File: src/rtl/sseg_pkg.sv
// Constants, state encoding and digit helpers shared by the BCD converter
// and the downstream seven-segment decoder.
package sseg_pkg;

  localparam logic [3:0] DIGIT_ERR   = 4'hE;
  localparam logic [3:0] DIGIT_BLANK = 4'hF;
  localparam int         NUM_DIGITS  = 4;
  localparam int         BCD_W       = 16;

  typedef enum logic [1:0] {
    IDLE  = 2'd0,
    SHIFT = 2'd1,
    LOAD  = 2'd2
  } state_t;

  // Leading zeros become blanks, scanning from the thousands digit down to
  // the tens digit; the ones digit always shows.
  function automatic logic [BCD_W-1:0] blank_lz(input logic [BCD_W-1:0] d);
    logic [BCD_W-1:0] r;
    r = d;
    if (d[15:12] == 4'h0) begin
      r[15:12] = DIGIT_BLANK;
      if (d[11:8] == 4'h0) begin
        r[11:8] = DIGIT_BLANK;
        if (d[7:4] == 4'h0) r[7:4] = DIGIT_BLANK;
      end
    end
    return r;
  endfunction

endpackage

File: src/rtl/bin2bcd_seq_if.sv
// Request/result bundle between the calculator core (master) and the
// binary-to-BCD converter (slave).
interface bin2bcd_seq_if #(
  parameter int BIN_W = 14
) ();
  import sseg_pkg::*;

  // start is a single-cycle request, honoured only while busy is low;
  // done pulses for one cycle when the digit outputs take a new value.
  logic             start;
  logic [BIN_W-1:0] bin_in;
  logic             busy;
  logic             done;
  logic             ovf;
  logic [3:0]       leftmost;
  logic [3:0]       left_center;
  logic [3:0]       right_center;
  logic [3:0]       rightmost;
  state_t           dbg_state;

  modport master (
    output start, bin_in,
    input  busy, done, ovf, leftmost, left_center, right_center, rightmost,
           dbg_state
  );

  modport slave (
    input  start, bin_in,
    output busy, done, ovf, leftmost, left_center, right_center, rightmost,
           dbg_state
  );

endinterface

File: src/rtl/bcd_add3.sv
// Double-dabble correction cell: adds 3 to a BCD nibble that is 5 or more.
module bcd_add3 (
  input  logic [3:0] i_nib,
  output logic [3:0] o_nib
);

  always_comb begin
    o_nib = (i_nib >= 4'd5) ? (i_nib + 4'd3) : i_nib;
  end

endmodule

File: src/rtl/bin2bcd_seq.sv
// Sequential shift-and-add-3 binary-to-BCD converter with registered digits.
// Optional leading-zero blanking is enabled by defining BIN2BCD_LZ_BLANK_EN.
module bin2bcd_seq
  import sseg_pkg::*;
#(
  parameter int BIN_W   = 14,
  parameter int MAX_VAL = 9999
) (
  input  logic         clk,
  input  logic         rst,
  bin2bcd_seq_if.slave bus
);

  localparam int               CNT_W = $clog2(BIN_W + 1);
  localparam logic [BIN_W-1:0] MAX_V = BIN_W'(MAX_VAL);

  state_t           r_state;
  state_t           w_state_nxt;
  logic [BIN_W-1:0] r_bin;
  logic [BCD_W-1:0] r_scratch;
  logic [CNT_W-1:0] r_cnt;
  logic             r_ovf_pend;
  logic             r_busy;
  logic             r_done;
  logic             r_ovf;
  logic [BCD_W-1:0] r_digits;

  logic [BCD_W-1:0] w_adj;
  logic [BCD_W-1:0] w_shifted;
  logic [BCD_W-1:0] w_result;
  logic             w_last;
  logic             w_busy_nxt;
  logic             w_done_nxt;

  for (genvar g = 0; g < NUM_DIGITS; g++) begin : g_add3
    bcd_add3 u_add3 (
      .i_nib (r_scratch[4*g +: 4]),
      .o_nib (w_adj[4*g +: 4])
    );
  end

  assign w_shifted = {w_adj[BCD_W-2:0], r_bin[BIN_W-1]};
  assign w_last    = (r_state == SHIFT) && (r_cnt == CNT_W'(1));

  always_ff @(posedge clk) begin
    if (rst) r_state <= IDLE;
    else     r_state <= w_state_nxt;
  end

  always_comb begin
    w_state_nxt = r_state;
    case (r_state)
      IDLE:    if (bus.start) w_state_nxt = SHIFT;
      SHIFT:   if (r_cnt == CNT_W'(1)) w_state_nxt = LOAD;
      LOAD:    w_state_nxt = IDLE;
      default: w_state_nxt = IDLE;
    endcase
  end

  // Output flags and digits are registered on the edge into their state, so
  // LOAD is the cycle in which done and the fresh digits are visible.
  always_comb begin
    w_busy_nxt = (w_state_nxt != IDLE);
    w_done_nxt = (w_state_nxt == LOAD);
`ifdef BIN2BCD_LZ_BLANK_EN
    w_result   = r_ovf_pend ? {NUM_DIGITS{DIGIT_ERR}} : blank_lz(w_shifted);
`else
    w_result   = r_ovf_pend ? {NUM_DIGITS{DIGIT_ERR}} : w_shifted;
`endif
  end

  always_ff @(posedge clk) begin
    if (rst) begin
      r_bin      <= '0;
      r_scratch  <= '0;
      r_cnt      <= '0;
      r_ovf_pend <= 1'b0;
      r_busy     <= 1'b0;
      r_done     <= 1'b0;
      r_ovf      <= 1'b0;
      r_digits   <= '0;
    end else begin
      r_busy <= w_busy_nxt;
      r_done <= w_done_nxt;
      if (r_state == IDLE && bus.start) begin
        r_bin      <= bus.bin_in;
        r_scratch  <= '0;
        r_cnt      <= CNT_W'(BIN_W);
        r_ovf_pend <= (bus.bin_in > MAX_V);
      end else if (r_state == SHIFT) begin
        r_scratch <= w_shifted;
        r_bin     <= r_bin << 1;
        r_cnt     <= r_cnt - CNT_W'(1);
      end
      if (w_last) begin
        r_digits <= w_result;
        r_ovf    <= r_ovf_pend;
      end
    end
  end

  assign bus.busy         = r_busy;
  assign bus.done         = r_done;
  assign bus.ovf          = r_ovf;
  assign bus.leftmost     = r_digits[15:12];
  assign bus.left_center  = r_digits[11:8];
  assign bus.right_center = r_digits[7:4];
  assign bus.rightmost    = r_digits[3:0];
  assign bus.dbg_state    = r_state;

endmodule

File: src/flat_wrapper.sv
// flat-port wrapper written by rule: the top's interface ports become plain ports
module bin2bcd_seq_flat import sseg_pkg::*;
#(
  parameter int BIN_W   = 14,
  parameter int MAX_VAL = 9999
)
  (clk, rst, bus_start, bus_bin_in, bus_busy, bus_done, bus_ovf, bus_leftmost, bus_left_center, bus_right_center, bus_rightmost, bus_dbg_state);
  bin2bcd_seq_if #(.BIN_W(BIN_W)) bus_i ();
  input  logic clk;
  input  logic rst;
  input wire logic [$bits(bus_i.start)-1:0] bus_start;
  input wire logic [$bits(bus_i.bin_in)-1:0] bus_bin_in;
  output wire logic [$bits(bus_i.busy)-1:0] bus_busy;
  output wire logic [$bits(bus_i.done)-1:0] bus_done;
  output wire logic [$bits(bus_i.ovf)-1:0] bus_ovf;
  output wire logic [$bits(bus_i.leftmost)-1:0] bus_leftmost;
  output wire logic [$bits(bus_i.left_center)-1:0] bus_left_center;
  output wire logic [$bits(bus_i.right_center)-1:0] bus_right_center;
  output wire logic [$bits(bus_i.rightmost)-1:0] bus_rightmost;
  output wire logic [$bits(bus_i.dbg_state)-1:0] bus_dbg_state;
  assign bus_i.start = bus_start;
  assign bus_i.bin_in = bus_bin_in;
  assign bus_busy = bus_i.busy;
  assign bus_done = bus_i.done;
  assign bus_ovf = bus_i.ovf;
  assign bus_leftmost = bus_i.leftmost;
  assign bus_left_center = bus_i.left_center;
  assign bus_right_center = bus_i.right_center;
  assign bus_rightmost = bus_i.rightmost;
  assign bus_dbg_state = bus_i.dbg_state;
  bin2bcd_seq #(.BIN_W(BIN_W), .MAX_VAL(MAX_VAL)) u_core (.clk(clk), .rst(rst), .bus(bus_i));
endmodule
File: config.mk
export PLATFORM = sky130hd
export DESIGN_NAME = bin2bcd_seq_flat
export DESIGN_NICKNAME = d
export VERILOG_FILES = /design/src/rtl/sseg_pkg.sv /design/src/rtl/bin2bcd_seq_if.sv /design/src/rtl/bcd_add3.sv /design/src/rtl/bin2bcd_seq.sv /design/src/flat_wrapper.sv
export SDC_FILE = /design/constraint.sdc
export NUM_CORES = 1
export LEC_CHECK = 0
export BUFFER_PORTS_ARGS = -buffer_cell sky130_fd_sc_hd__buf_2
export CORE_MARGIN = 2
export CORE_UTILIZATION = 40
export CTS_CLUSTER_DIAMETER = 80
export DETAILED_ROUTE_END_ITERATION = 12
export SLEW_MARGIN = 25
export SYNTH_ARGS = -nofsm -noshare
export SYNTH_HDL_FRONTEND = slang
export SYNTH_SLANG_ARGS = --single-unit
File: constraint.sdc
create_clock -name clk -period 2.5 [get_ports clk]
set_clock_uncertainty 0.2 [all_clocks]
set_input_delay 0.25 -clock clk [delete_from_list [all_inputs] [get_ports clk]]
set_output_delay 0.25 -clock clk [all_outputs]
set_load 0.01 [all_outputs]
==> results.yml <==
synthesis:
  synthSimpleGateAreaFrac_pct: 22.4
  ys_seq_area_share_pct: 43.0
  synth_mux_area_share_pct: 1.73
  syn_area_per_cell_um2: 9.02
  synth_top_cell_area_share_pct: 43.0
  ys.flop_type: "dfxtp_1"
  synth_top_family_by_area: "simple AND/OR/NAND/NOR gates"
  synth_edf_count: 0
  synth_area_um2: 2610
  synth_compound_area_share_pct: 20.3
  postSynthCellCount: 289
  netlist_top_cells_area: "dfxtp_1 (43%), nor2_1 (5.0%), ha_1 (4.8%)"
  syn_nets: 316
  ys_ff_latch: 56
  synth-xor-area-share_pct: 1.68
  ys_types: 40
  yosys.area.top_type: "dfxtp_1"
  synthArstFlopShare_pct: 0
  synth_fa_ha_area_share_pct: 4.80
  ys_warn_count: 0
status:
  status: "finished clean"
timing:
  min_period_over_period_pct: 78.5
  min_period_ns: 1.96
  fmax_mhz: 509
  tns_ns: 0
  setup_slack_ns: 0.537
  hold_viol: 0
  grt_setup_unrepaired: "false"
  finalMaxSlewViolations: 0
  tightest_slew_ns: 0.615
  relSlewSlack_pct: 59.0
  finalSetupViolations: 0
layout:
  mostFrequentLayoutCells: "dfxtp_1 (56), buf_2 (37), nor2_1 (35), nand2_1 (26), a21oi_1 (20)"
  nNetsFinal: 354
  syn_to_final_growth_pct: 14.3
  final_util_pct: 47.2
  fin_area_um2: 2980
  diodes: 0
  layout_commonest_cell: "dfxtp_1"
  drive_gt1_share_pct: 25.6
  num-fill-cells: 642
power_and_ir_drop:
  powerDensity_nw_per_um2: 585
  seqPwrFrac_pct: 55.9
  p_sw_mw: 0.472
  pwr-share-comb_pct: 14.7
  p_int_mw: 1.27
  ir_drop_uv: 302
  power_frac_clock_pct: 29.4
  swShare_pct: 27.1
  leakage_nw: 1.13
placement:
  placed_area_um2: 2850
  port_buffers: 37
  dp_hpwl_um: 3940
  dp_slack_ns: 0.576
  gp_congestion: 0.792
grt:
  first_global_vias: 2046
  grt_max_degree: 31
  antenna_found_initial: 0
  grt_util_all_layers_pct: 16.1
  grt_pass1_wl_um: 9320
  grt-ovfl-total: 0
die:
  chipHeight_um: 84.7
  dieArea_um2: 7180
  io_pins: 38
  die_x_um: 84.7
  start_util_pct: 41.3
  rows: 29
  coreArea_um2: 6310
setup_path:
  arrival_ns: 2.01
  start_kind: "register"
  rr_startpoint: "u_core.r_cnt[1]"
  crit_path_max_fanout: 9
  startpoint: "u_core.r_cnt[1]"
  critical_path_class: "reg2reg"
  critPathRequiredTime_ns: 2.54
  crit_path_end_kind: "register"
clocking:
  cts_buffers: 5
  cts.htree.levels: 2
  cts_max_path_buffers: 2
  postCtsSetupBuffers: 0
  cts_resized: 0
  clk_latency_ns: 0.31
  hold_buffers: 4
  cts.sinks: 56
  root_buffer: "clkbuf_8"
  cts.clk_slew.worst_paths_ns: 0.10
  cts_tree: "done"
detailed_routing:
  drt_wl_total_um: 5520
  vias: 2089
  first_pass_iters: 4
  ant_nets: 0
  drc: 0
  drtIter0Drc: 76
  routedWlPerCell_um: 13.6
  viasPerCell: 5.16
worst_hold_path:
  min-delay-start: "bus_bin_in[4]"
  hp-class: "in2reg"
job:
  cap_violations: 0
-- cells by family (layout without fill, tap and decap cells) --
logic type,count (synthesis),after routing
AND/OR/NAND/NOR,113,113
AO/OA/AOI/OAI,71,71
flip-flops,56,56
buffers and inverters,30,69
adder cells (fa/ha/maj),10,10
XOR/XNOR,5,5
multiplexers,4,4
-- layout make-up --
cell class                      count  area, um^2  area share [%]
Inverter                           12        45.0            1.51
Clock inverter                      2        10.0           0.336
Multi-Input combinational cell    203        1330            44.5
Clock buffer                        6        82.6            2.77
Sequential cell                    56        1120            37.6
Timing Repair Buffer               49         298            10.0
Tap cell                           77        96.3            3.23
-- routing by layer --
| metal | GRT usage (%) | vias up | part of all wire, % |
|---|---|---|---|
| li1 | - | 1087 | - |
| met4 | 4.76 | 0 | 0.83 |
| met1 | 20.5 | 959 | 47 |
| met2 | 27.0 | 38 | 48 |
| met5 | 0 | - | 0 |
| met3 | 4.03 | 5 | 4.4 |
-- final timing paths --
check / cells after the start / end / slack [ns]
max: 6 / u_core.r_digits[4] / 0.54
min: 3 / u_core.r_bin[4] / 0.007
max reg2reg: 6 / u_core.r_digits[4] / 0.54
min reg2reg: 2 / u_core.bus.ovf / 0.26
-- cells in the mapped netlist, types with 6 or more instances --
master	instances
a211oi_1	10
a21oi_1	20
a311oi_1	8
a311oi_2	8
buf_2	7
dfxtp_1	56
ha_1	10
inv_1	12
nand2_1	26
nand2_2	9
nand2b_1	6
nand3_1	11
nor2_1	35
nor3b_1	8
o21ai_0	15
-- flip-flops by register name (all words and copies together), names as in the netlist --
signal	flops
u_core.r_cnt	4
u_core.r_scratch	16
u_core.r_bin	14
u_core.bus.done	1
u_core.bus.busy	1
u_core.r_ovf_pend	1
u_core.r_digits	16
u_core.bus.dbg_state	2
u_core.bus.ovf	1
-- metrics by stage --
stage          cells  power [mW]  hold slack, ns
5_1_grt          405        1.83          0.0398
6_report         405        1.74         0.00721
3_3_place_gp     393        1.24           0.243
2_1_floorplan    289        1.18           0.135
3_5_place_dp     393        1.25           0.248
4_1_cts          405        1.76        0.000160
-- worst max-delay path: stages (launching register included) --
cell     delay, ns
dfxtp_1       0.34
inv_1         0.08
ha_1          0.14
nor3b_1       0.38
nand2_2       0.24
or3_4         0.39
o21ai_1       0.14
-- power by group through the flow --
stage | registers [mW] | clock network [mW] | logic (mW)
floorplan | 0.990 | 0 | 0.189
global placement | 0.995 | 0 | 0.248
detailed placement | 0.994 | 0 | 0.253
CTS | 0.974 | 0.527 | 0.258
global route | 0.981 | 0.560 | 0.290
finish | 0.974 | 0.512 | 0.256
No activity file was read; power rests on OpenSTA's default activity.
